[src/rtl/pipe_pkg.sv]
// Shared types and width helpers for the generic pipeline-stage register.
package pipe_pkg;

  typedef enum logic [1:0] {
    EMPTY = 2'd0,
    ONE   = 2'd1,
    FULL  = 2'd2
  } pipe_state_e;

  localparam logic [1:0] OCC_EMPTY = 2'd0;
  localparam logic [1:0] OCC_ONE   = 2'd1;
  localparam logic [1:0] OCC_FULL  = 2'd2;

  // ID/EX bundle: five 32-bit words, three register indices, 5-bit shamt, 6-bit funct.
  localparam int ID_EX_CTRL_W = 16;
  localparam int ID_EX_DATA_W = 5*32 + 3*5 + 5 + 6;

  function automatic logic [1:0] occ_of(input pipe_state_e s);
    logic [1:0] occ;
    unique case (s)
      EMPTY:   occ = OCC_EMPTY;
      ONE:     occ = OCC_ONE;
      default: occ = OCC_FULL;
    endcase
    return occ;
  endfunction

endpackage

[src/rtl/pipe_stall_counter.sv]
// Saturating cycle counter; clear wins over increment.
module pipe_stall_counter
  import pipe_pkg::*;
#(
  parameter int CNT_W = 16
) (
  input  logic             clk,
  input  logic             reset,
  input  logic             stall_i,
  input  logic             clr_i,
  output logic [CNT_W-1:0] cnt_o
);

  localparam logic [CNT_W-1:0] CNT_MAX = {CNT_W{1'b1}};

  logic [CNT_W-1:0] cnt_q, cnt_d;

  always_comb begin
    cnt_d = cnt_q;
    if (clr_i) begin
      cnt_d = '0;
    end else if (stall_i && (cnt_q != CNT_MAX)) begin
      cnt_d = cnt_q + 1'b1;
    end
  end

  always_ff @(posedge clk or posedge reset) begin
    if (reset) begin
      cnt_q <= '0;
    end else begin
      cnt_q <= cnt_d;
    end
  end

  assign cnt_o = cnt_q;

endmodule

[src/rtl/pipe_stage_reg.sv]
// Pipeline-stage register with a 2-entry skid buffer, registered upstream ready,
// synchronous flush with control kill mask, and a stall-cycle counter.
module pipe_stage_reg
  import pipe_pkg::*;
#(
  parameter int                CTRL_W         = 16,
  parameter int                DATA_W         = 128,
  parameter logic [CTRL_W-1:0] CTRL_KILL_MASK = {CTRL_W{1'b1}},
  parameter int                CNT_W          = 16
) (
  input  logic              clk,
  input  logic              reset,
  input  logic              i_flush,
  input  logic              i_valid,
  output logic              o_ready,
  input  logic [CTRL_W-1:0] i_ctrl,
  input  logic [DATA_W-1:0] i_data,
  output logic              o_valid,
  input  logic              i_ready,
  output logic [CTRL_W-1:0] o_ctrl,
  output logic [DATA_W-1:0] o_data,
  output logic [1:0]        o_occupancy,
  output logic [CNT_W-1:0]  o_stall_cnt,
  input  logic              i_cnt_clr
);

  pipe_state_e       state_q, state_d;
  logic              valid_q, valid_d;
  logic              ready_q, ready_d;
  logic [CTRL_W-1:0] main_ctrl_q, main_ctrl_d, load_ctrl;
  logic [DATA_W-1:0] main_data_q, main_data_d;
  logic [CTRL_W-1:0] skid_ctrl_q, skid_ctrl_d;
  logic [DATA_W-1:0] skid_data_q, skid_data_d;
  logic              accept, emit;

  assign accept = i_valid & ready_q;
  assign emit   = valid_q & i_ready;

  always_comb begin
    state_d     = state_q;
    load_ctrl   = main_ctrl_q;
    main_data_d = main_data_q;
    skid_ctrl_d = skid_ctrl_q;
    skid_data_d = skid_data_q;
    if (i_flush) begin
      state_d = EMPTY;
    end else begin
      unique case (state_q)
        EMPTY: begin
          if (accept) begin
            state_d     = ONE;
            load_ctrl   = i_ctrl;
            main_data_d = i_data;
          end
        end
        ONE: begin
          if (accept && emit) begin
            load_ctrl   = i_ctrl;
            main_data_d = i_data;
          end else if (accept) begin
            state_d     = FULL;
            skid_ctrl_d = i_ctrl;
            skid_data_d = i_data;
          end else if (emit) begin
            state_d = EMPTY;
          end
        end
        FULL: begin
          if (emit) begin
            state_d     = ONE;
            load_ctrl   = skid_ctrl_q;
            main_data_d = skid_data_q;
          end
        end
        default: state_d = EMPTY;
      endcase
    end
    valid_d = (state_d != EMPTY);
    ready_d = (state_d != FULL);
    // Kill mask is folded in at load so o_ctrl comes straight from a flop.
    main_ctrl_d = load_ctrl & ~(CTRL_KILL_MASK & {CTRL_W{~valid_d}});
  end

  always_ff @(posedge clk or posedge reset) begin
    if (reset) begin
      state_q     <= EMPTY;
      valid_q     <= 1'b0;
      ready_q     <= 1'b1;
      main_ctrl_q <= '0;
      main_data_q <= '0;
      skid_ctrl_q <= '0;
      skid_data_q <= '0;
    end else begin
      state_q     <= state_d;
      valid_q     <= valid_d;
      ready_q     <= ready_d;
      main_ctrl_q <= main_ctrl_d;
      main_data_q <= main_data_d;
      skid_ctrl_q <= skid_ctrl_d;
      skid_data_q <= skid_data_d;
    end
  end

  pipe_stall_counter #(
    .CNT_W(CNT_W)
  ) u_stall_cnt (
    .clk    (clk),
    .reset  (reset),
    .stall_i(valid_q & ~i_ready),
    .clr_i  (i_cnt_clr),
    .cnt_o  (o_stall_cnt)
  );

  assign o_valid     = valid_q;
  assign o_ready     = ready_q;
  assign o_ctrl      = main_ctrl_q;
  assign o_data      = main_data_q;
  assign o_occupancy = occ_of(state_q);

endmodule

[config.mk]
export PLATFORM = sky130hd
export DESIGN_NAME = pipe_stage_reg
export DESIGN_NICKNAME = d
export VERILOG_FILES = /design/src/rtl/pipe_pkg.sv /design/src/rtl/pipe_stall_counter.sv /design/src/rtl/pipe_stage_reg.sv
export SDC_FILE = /design/constraint.sdc
export NUM_CORES = 1
export LEC_CHECK = 0
export CAP_MARGIN = 30
export CORE_MARGIN = 10
export CORE_UTILIZATION = 54
export DETAILED_ROUTE_END_ITERATION = 7
export PLACE_DENSITY = 0.87
export SKIP_LAST_GASP = 1
export SYNTH_ARGS = -nofsm -noshare
export SYNTH_HDL_FRONTEND = slang
export SYNTH_HIERARCHICAL = 1
export SYNTH_SLANG_ARGS = --single-unit
[constraint.sdc]
create_clock -name clk -period 16.7 [get_ports clk]
set_clock_uncertainty 0.1 [all_clocks]
set_input_delay 3.34 -clock clk [delete_from_list [all_inputs] [get_ports clk]]
set_output_delay 3.34 -clock clk [all_outputs]
set_load 0.005 [all_outputs]
==> results of run 1 <==
-- final cells by class --
| type | instances | area [um2] |
|---|---|---|
| Timing Repair Buffer | 328 | 3340 |
| Clock inverter | 13 | 155 |
| Fill cell | 1606 | 6710 |
| Sequential cell | 308 | 7710 |
| Multi-Input combinational cell | 693 | 5230 |
| Clock buffer | 43 | 871 |
| Antenna cell | 9 | 22.5 |
| Tap cell | 324 | 405 |
| Inverter | 7 | 33.8 |
-- synth_stat cells, types with 2 or more instances --
master	count
sky130_fd_sc_hd__o21ai_0	237
sky130_fd_sc_hd__clkbuf_1	32
sky130_fd_sc_hd__or4_1	6
sky130_fd_sc_hd__nand2_1	23
sky130_fd_sc_hd__mux2_2	146
sky130_fd_sc_hd__buf_6	16
sky130_fd_sc_hd__buf_4	11
sky130_fd_sc_hd__dfrtp_1	307
sky130_fd_sc_hd__mux2i_1	129
sky130_fd_sc_hd__o41ai_1	2
sky130_fd_sc_hd__a22oi_1	16
sky130_fd_sc_hd__nor2b_1	5
sky130_fd_sc_hd__and4_1	2
sky130_fd_sc_hd__o21ai_1	25
sky130_fd_sc_hd__nand4_1	4
sky130_fd_sc_hd__a21oi_1	30
sky130_fd_sc_hd__or3_1	6
sky130_fd_sc_hd__a21o_1	3
sky130_fd_sc_hd__nand2b_1	3
sky130_fd_sc_hd__buf_2	27
sky130_fd_sc_hd__nand3_1	7
sky130_fd_sc_hd__nor3_1	4
sky130_fd_sc_hd__inv_1	7
sky130_fd_sc_hd__nor4_1	4
sky130_fd_sc_hd__nor2_1	6
sky130_fd_sc_hd__o31ai_1	5
sky130_fd_sc_hd__or2_2	14
sky130_fd_sc_hd__or2_1	3
-- layer usage --
metal	part of all wire [%]	global-route usage (%)	up-vias
li1	-	-	4526
met1	37	28.2	5196
met2	50	40.2	419
met3	9.8	8.44	68
met4	2.8	8.27	2
met5	0.033	0.320	-
-- kinds of logic (layout without fill, tap and decap cells) --
logic type / after synthesis / count (layout) / synth area share, %
AOI/OAI and AO/OA: 322 / 322 / 12.7
DFF: 308 / 308 / 57.2
muxes: 275 / 275 / 21.8
buffers and inverters: 95 / 391 / 4.14
other: 0 / 9 / 0
and+or+nand+nor: 95 / 95 / 4.09
adders and majority gates: 1 / 1 / 0.0928
-- registers in the layout, indices dropped and copies added, names as in the netlist --
name / cells
o_ctrl: 16
o_data: 128
o_ready: 1
o_valid: 1
skid_ctrl_q: 16
skid_data_q: 128
state_q: 2
u_stall_cnt/cnt_o: 16
-- power by group --
group / total [uW] / internal, uW / leakage, uW / switching, uW
Combinational: 608 / 368 / 0.00367 / 240
Sequential: 1140 / 993 / 0.00383 / 149
Clock: 701 / 410 / 0.000498 / 291
Total: 2450 / 1770 / 0.00801 / 680
-- per-stage QoR --
step | instance area [um2] | hold slack (ns) | utilization (%) | power, uW
finish | 17800 | 0.406 | 72.6 | 2450
global route | 17700 | 0.417 | 72.5 | 2580
CTS | 17700 | 0.407 | 72.3 | 2460
detailed placement | 16700 | 0.394 | 68.1 | 1750
global placement | 16600 | 0.388 | 67.8 | 1700
floorplan | 13500 | 0.380 | - | 1400
-- final timing paths --
check	from	end	cells past startpoint
min in group asynchronous	reset	o_ctrl[15]	2
worst min-delay path	skid_data_q[5]	skid_data_q[5]	1
max in group asynchronous	reset	o_data[24]	6
worst min register to register	skid_data_q[5]	skid_data_q[5]	1
worst max-delay path	i_ready	o_data[53]	6
worst max register to register	state_q[1]	o_data[53]	5
==> results list, run 1 <==
* Outcome: finished, final reports clean
- Synth warn: 6
- Starting Density: 55.1%
* Site row count: 57
- The tool flagged a number of max-cap violations equal to 0.
- Number of I/O pins: 314
* Library cell used as clock root buffer: sky130_fd_sc_hd__clkbuf_16
- Final GP Congestion: 0.853
- Setup crit start kind: primary input
- Before antenna repair, the detailed router went through 5 iterations.
- Relative to the synthesized area, the layout overhead comes to 31.8%.
* Number of unique standard cell types used by synthesis: 44
- Timing would allow up to 165 MHz.
* Die Span X: 178 um
* Critical path start-end classification: primary input to flop
* Leading cell type in the layout, fill and taps excluded: sky130_fd_sc_hd__clkdlybuf4s50_1
- Static leakage: 0.00801 uW
- Critical path's largest stage delay: 0.81 ns
- The die covers 31700 um2.
- Number of gates given a new drive strength after cts: 0
* Cell area after synthesis: 13500 um2
- In this run the deepest clock path goes through 3 buffers.
- Maximum number of pins on one net before global-route repair: 142
- Avg Synthesized Cell Area: 12.3 um2
- Wire length of the first global-routing pass: 60500 um
- For this block, the via count after detailed routing is 10211.
- Timing analysis after detailed placement gives a worst setup slack of 10.01 ns.
- The synthesized design contains 308 register bits.
- After detailed routing, the average wire length per cell comes to 22.7 um.
* Type of the worst min-delay path: flop to flop
- Critical Path Sink Type: flop
- The routed design could run at a clock period as short as 6.05 ns.
- In this run, placement finished with an instance count of 1658.
* Gate count of the mapped netlist: 1096
- For the final routed database, the setup TNS stands at 0 ns.
* Cell chain of the critical path: clkdlybuf4s50_1 -> and4b_1 -> a221oi_4 -> or2_4 -> buf_4 -> o21ai_0
- Setup violations remaining at the end of the flow were counted as 0.
* Family with the most delay on the worst path: buffers and inverters
- After the first detailed-routing iteration, the DRC count stood at 959.
* Library cell occupying the most area in the post-synthesis netlist: sky130_fd_sc_hd__dfrtp_1
- Grt total ovfl: 0
* PwrDens: 138 nW/um2
- Post-synth EDFFs: 0
- The number of nets handed over by synthesis was 1247.
* Global routing usage summed across all routing layers: 24.0%
- Worst-case vdd ir drop: 0.0941 mV
* Measured slew at the worst slew-check pin: 1.00 ns
* Number of antenna violations at the first check in global routing: 10
- After legalization and detailed placement, the total HPWL measured 25700 um.
- Of all flip-flops after synthesis, the portion carrying an async set or reset was 100%.
- Setup ws final: 10.65 ns
- Total wire length: 39100 um
- Required time at the worst-slack endpoint: 16.96 ns
- The count of pins over their slew limit is 0.
* Placeable core region: 24500 um2
* Fin cells: 1725
* Layout cell share with drive strength beyond 1: 17.0%
- In this run the worst path has a maximum fanout of 98.
* Slew Limit Headroom: 33.3%
* Synth top area cells: sky130_fd_sc_hd__dfrtp_1 57%, sky130_fd_sc_hd__mux2_2 12%, sky130_fd_sc_hd__mux2i_1 9.6%
- The final hold violation count was 0.
- Standard cell with the maximum stage delay on the critical path: sky130_fd_sc_hd__buf_4
- Average via count per standard cell: 5.92
- TritonCTS clock tree: built
- STA puts the critical path data arrival time at 6.31 ns.
- Port Buffer Count: 313
* Clock sink count: 308
- In this run the remaining antenna-violating nets after routing total 0.
* R2R Setup Slk: 13.43 ns
- Clock latency on the worst-skew pair, taken at its later pin, is 0.56 ns.
- After the last flow step, the layout net total stands at 1520.
- Number of setup buffers added after CTS: 0
- Bufs and invs on worst path: 2
- From bottom edge to top edge, the die measures 178 um.
* Depth of the CTS H-tree: 1
- Of the available clock period, the critical path in the final layout requires 36.2%.
- The number of global-route vias before repair was 10622.
- Clock-pin slew was measured on the worst setup and hold paths at 0.07 ns.
- Clock tree synthesis inserted a total of 31 buffers.
* Setup repair after global routing missed its margin: no
- Portion of synthesized cell area occupied by the leading cell type: 57.0%
- Among all flip-flop cells after synthesis, the most frequent one is sky130_fd_sc_hd__dfrtp_1.
- Commonest cells after routing, fill and taps aside: 312 x sky130_fd_sc_hd__clkdlybuf4s50_1, 307 x sky130_fd_sc_hd__dfrtp_1, 237 x sky130_fd_sc_hd__o21ai_0
* Register area share after synthesis: 57.2%
* Hold-fix buffers, CTS: 0
- After detailed routing, the number of remaining DRC violations is 0.
Power figures use the tool's default switching activity.
==> run 2, diff against run 1 <==
--- a/config.mk
+++ b/config.mk
@@ -7,9 +7,9 @@
 export LEC_CHECK = 0
 export CAP_MARGIN = 30
 export CORE_MARGIN = 10
-export CORE_UTILIZATION = 54
+export CORE_UTILIZATION = 50
 export DETAILED_ROUTE_END_ITERATION = 7
-export PLACE_DENSITY = 0.87
+export PLACE_DENSITY = 0.82
 export SKIP_LAST_GASP = 1
 export SYNTH_ARGS = -nofsm -noshare
 export SYNTH_HDL_FRONTEND = slang
==> constraint.sdc (replaced) <==
create_clock -name clk -period 6.1 [get_ports clk]
set_clock_uncertainty 0.1 [all_clocks]
set_input_delay 1.22 -clock clk [delete_from_list [all_inputs] [get_ports clk]]
set_output_delay 1.22 -clock clk [all_outputs]
set_load 0.005 [all_outputs]
==> run 2 against run 1 <==
Clock-buffer cell count is the same; core utilization shrank 6.3 points; sequential share of layout area grew 0.10 points; critical path type unchanged; largest cell class unchanged; hold slack lost 0.0043 ns; sequential power grew to 2.7 times the previous value; via count shrank 2.0%; sequential cell count is the same.
==> results list, run 2 (synthesis results as in run 1) <==
- Site row count: 60 (was 57)
- Number of setup buffers added after CTS: 0 (unchanged)
- Slew Limit Headroom: 34.1% (was 33.3%)
* Post-layout minimum cycle time: 3.90 ns
* Clock-pin slew reported for the worst setup and hold paths after clock tree synthesis: 0.06 ns (was 0.07 ns)
- Setup repair after global routing missed its margin: no (unchanged)
- The critical-path maximum fanout was 77 (was 98).
- The sum of internal, switching and leakage power came to 6620 uW (was 2450 uW).
- The final RePlAce weighted congestion was 0.862 (was 0.853).
- Slew Limit Fails: 0 (unchanged)
- DR vias: 10005 (was 10211)
- TritonCTS clock tree: built (unchanged)
- The family with the most delay on the worst path is buffers and inverters (unchanged).
* Number of antenna violations at the first check in global routing: 10 (unchanged)
- Final cycle utilization of the critical path: 63.9%
* Global routing usage summed across all routing layers: 21.2% (was 24.0%)
* Fin cells: 1733 (was 1725)
- Wire length of the first global-routing pass: 57900 um (was 60500 um)
- The synthesis-to-layout area growth came to 31.5% (was 31.8%).
* Port Buffer Count: 313 (unchanged)
- The average routed wire per standard cell came to 21.4 um (was 22.7 um).
* Final Hold Fails: 0 (unchanged)
* Outcome: finished, final reports clean (unchanged)
* Net switching power figure: 1770 uW (was 680 uW)
* Library cell used as clock root buffer: sky130_fd_sc_hd__clkbuf_16 (unchanged)
* Bufs and invs on worst path: 3 (was 2)
* Fraction of power consumed by combinational cells: 24.9% (was 24.8%)
- Fin util: 66.3% (was 72.6%)
- The number of nets with antenna violations after detailed routing came to 0 (unchanged).
- The sum of negative setup slack is 0 ns (unchanged).
- Based on the critical path, the design can be clocked at up to 257 MHz.
* Clock latency at the later pin of the worst-skew pair: 0.54 ns (was 0.56 ns)
- Max Cap Viol: 0 (unchanged)
- Standard cell with the maximum stage delay on the critical path: sky130_fd_sc_hd__buf_4 (unchanged)
- Cell chain of the critical path: clkdlybuf4s50_1 -> and4b_1 -> a221oi_4 -> buf_4 -> buf_4 -> o21ai_0 -> o21ai_0 (was clkdlybuf4s50_1 -> and4b_1 -> a221oi_4 -> or2_4 -> buf_4 -> o21ai_0).
* Depth of the CTS H-tree: 1 (unchanged)
* Number of I/O pins: 314 (unchanged)
* Average via count per standard cell: 5.77 (was 5.92)
- The number of hold-repair buffers added at the cts stage came to 0 (unchanged).
- The pin count of the biggest net entering global routing was 99 (was 142).
- Required time at the worst-slack endpoint: 6.44 ns (was 16.96 ns)
- PwrDens: 374 nW/um2 (was 138 nW/um2)
* Internal power: 4850 uW (was 1770 uW)
* Layout Nets: 1520 (unchanged)
* Critical Path Sink Type: flop (unchanged)
- Vertical die dimension: 184 um (was 178 um)
- Reg power frac: 46.5% (was 46.6%)
- The most frequent standard cell in the layout excluding fill and tap cells is sky130_fd_sc_hd__clkdlybuf4s50_1 (unchanged).
* Die Span X: 184 um (was 178 um)
* Area used by sequential logic in the layout: 7710 um2 (unchanged)
- The type of the tightest min-delay check was flop to flop (unchanged).
- Clock sink count: 308 (unchanged)
- Clock share of power: 28.6% (about the same)
* Switching portion of total power: 26.8% (was 27.8%)
* Clock Tree Buf Depth: 3 (unchanged)
* Placeable core region: 26700 um2 (was 24500 um2)
- The worst hold slack was 0.402 ns (was 0.406 ns).
- Starting Density: 50.4% (was 55.1%)
* Setup crit start kind: primary input (unchanged)
* Static leakage: 0.00798 uW (was 0.00801 uW)
- Commonest cells after routing, fill and taps aside: 312 x sky130_fd_sc_hd__clkdlybuf4s50_1, 307 x sky130_fd_sc_hd__dfrtp_1, 237 x sky130_fd_sc_hd__o21ai_0 (unchanged).
- Total Die Area: 33900 um2 (was 31700 um2)
- The pin slew with the least headroom to its limit is 0.988 ns (was 1.00 ns).
- Arrival time of the worst setup path: 4.24 ns (was 6.31 ns)
- The number of filler cells placed in the layout was 1975 (was 1606).
- The maximum single-stage delay on the critical path came to 0.72 ns (was 0.81 ns).
* # placed instances: 1676 (was 1658)
- The number of CTS-inserted buffers is 31 (unchanged).
* Critical path start-end classification: primary input to flop (unchanged)
- Dpl hpwl: 24700 um (was 25700 um)
- Total area of multi-input combinational cells: 5230 um2 (unchanged)
- Number of detailed-route iterations in the first pass: 5 (unchanged)
* Total wire length: 37000 um (was 39100 um)
- Number of global-route vias before repair: 10359 (was 10622)
- Layout cell share with drive strength beyond 1: 16.7% (was 17.0%)
- The DRC violations left is 0 (unchanged).
- Worst-case vdd ir drop: 0.293 mV (was 0.0941 mV)
- The number of violations reported at the end of detailed-routing iteration 0 is 767 (was 959).
- Total of endpoints with negative setup slack in the final report: 0 (unchanged)
* Grt total ovfl: 0 (unchanged)
- Number of gates given a new drive strength after cts: 0 (unchanged)
## run 2: cell count changes in the layout (fill, tap and decap cells not counted), moves of 2 or more
cell                       change
sky130_fd_sc_hd__buf_16        -2
sky130_fd_sc_hd__clkbuf_8      +2
sky130_fd_sc_hd__clkbuf_1      -2
sky130_fd_sc_hd__diode_2       -2
sky130_fd_sc_hd__inv_6         -2
sky130_fd_sc_hd__clkinv_2      -3
## run 2: through the flow
| stage | setup WS, ns | instance area, um2 |
|---|---|---|
| after floorplan | 0.906 | 13500 |
| after global placement | 1.78 | 16600 |
| after detailed placement | 1.66 | 16700 |
| after CTS | 2.23 | 17700 |
| after global routing | 1.95 | 17700 |
| final | 2.20 | 17700 |
## run 2: area by class of cell
| cell class | count | area share (%) |
|---|---|---|
| diodes | 7 | 0.0989 |
| clock buffers | 43 | 5.03 |
| clock inverters | 6 | 0.607 |
| inverters | 7 | 0.170 |
| multi-input cells | 693 | 29.5 |
| flip-flops and latches | 308 | 43.5 |
| well taps | 341 | 2.41 |
| repair buffers | 328 | 18.7 |
## run 2: power groups by stage
stage	registers, uW	clock network, uW	logic (uW)
final	3080	1890	1650
after global routing	3160	2010	1800
after CTS	3080	1930	1670
after detailed placement	3100	0	1660
after global placement	3050	0	1600
after floorplan	3040	0	810
## run 2: final timing paths
check | end | cells after the start | slack [ns] | from
worst max-delay path | o_data[94] | 7 | 2.20 | i_ready
worst min-delay path | o_data[77] | 2 | 0.40 | o_data[77]
worst max register to register | o_data[94] | 6 | 2.89 | state_q[1]
worst min register to register | o_data[77] | 2 | 0.40 | o_data[77]
max in group asynchronous | skid_data_q[48] | 3 | 3.84 | reset
min in group asynchronous | skid_data_q[3] | 2 | 0.97 | reset
## run 2: worst min-delay path, cell delays in order (launching register included)
cell	delay, ns
sky130_fd_sc_hd__dfrtp_1	0.33
sky130_fd_sc_hd__o21ai_0	0.07
sky130_fd_sc_hd__o21ai_0	0.06
## run 2: per-layer routing
| metal | up-vias | global-route usage (%) | part of all wire [%] |
|---|---|---|---|
| li1 | 4508 | - | - |
| met1 | 5071 | 25.4 | 39 |
| met2 | 355 | 34.6 | 49 |
| met3 | 65 | 7.28 | 8.8 |
| met4 | 6 | 7.96 | 3.1 |
| met5 | - | 0 | 0.13 |
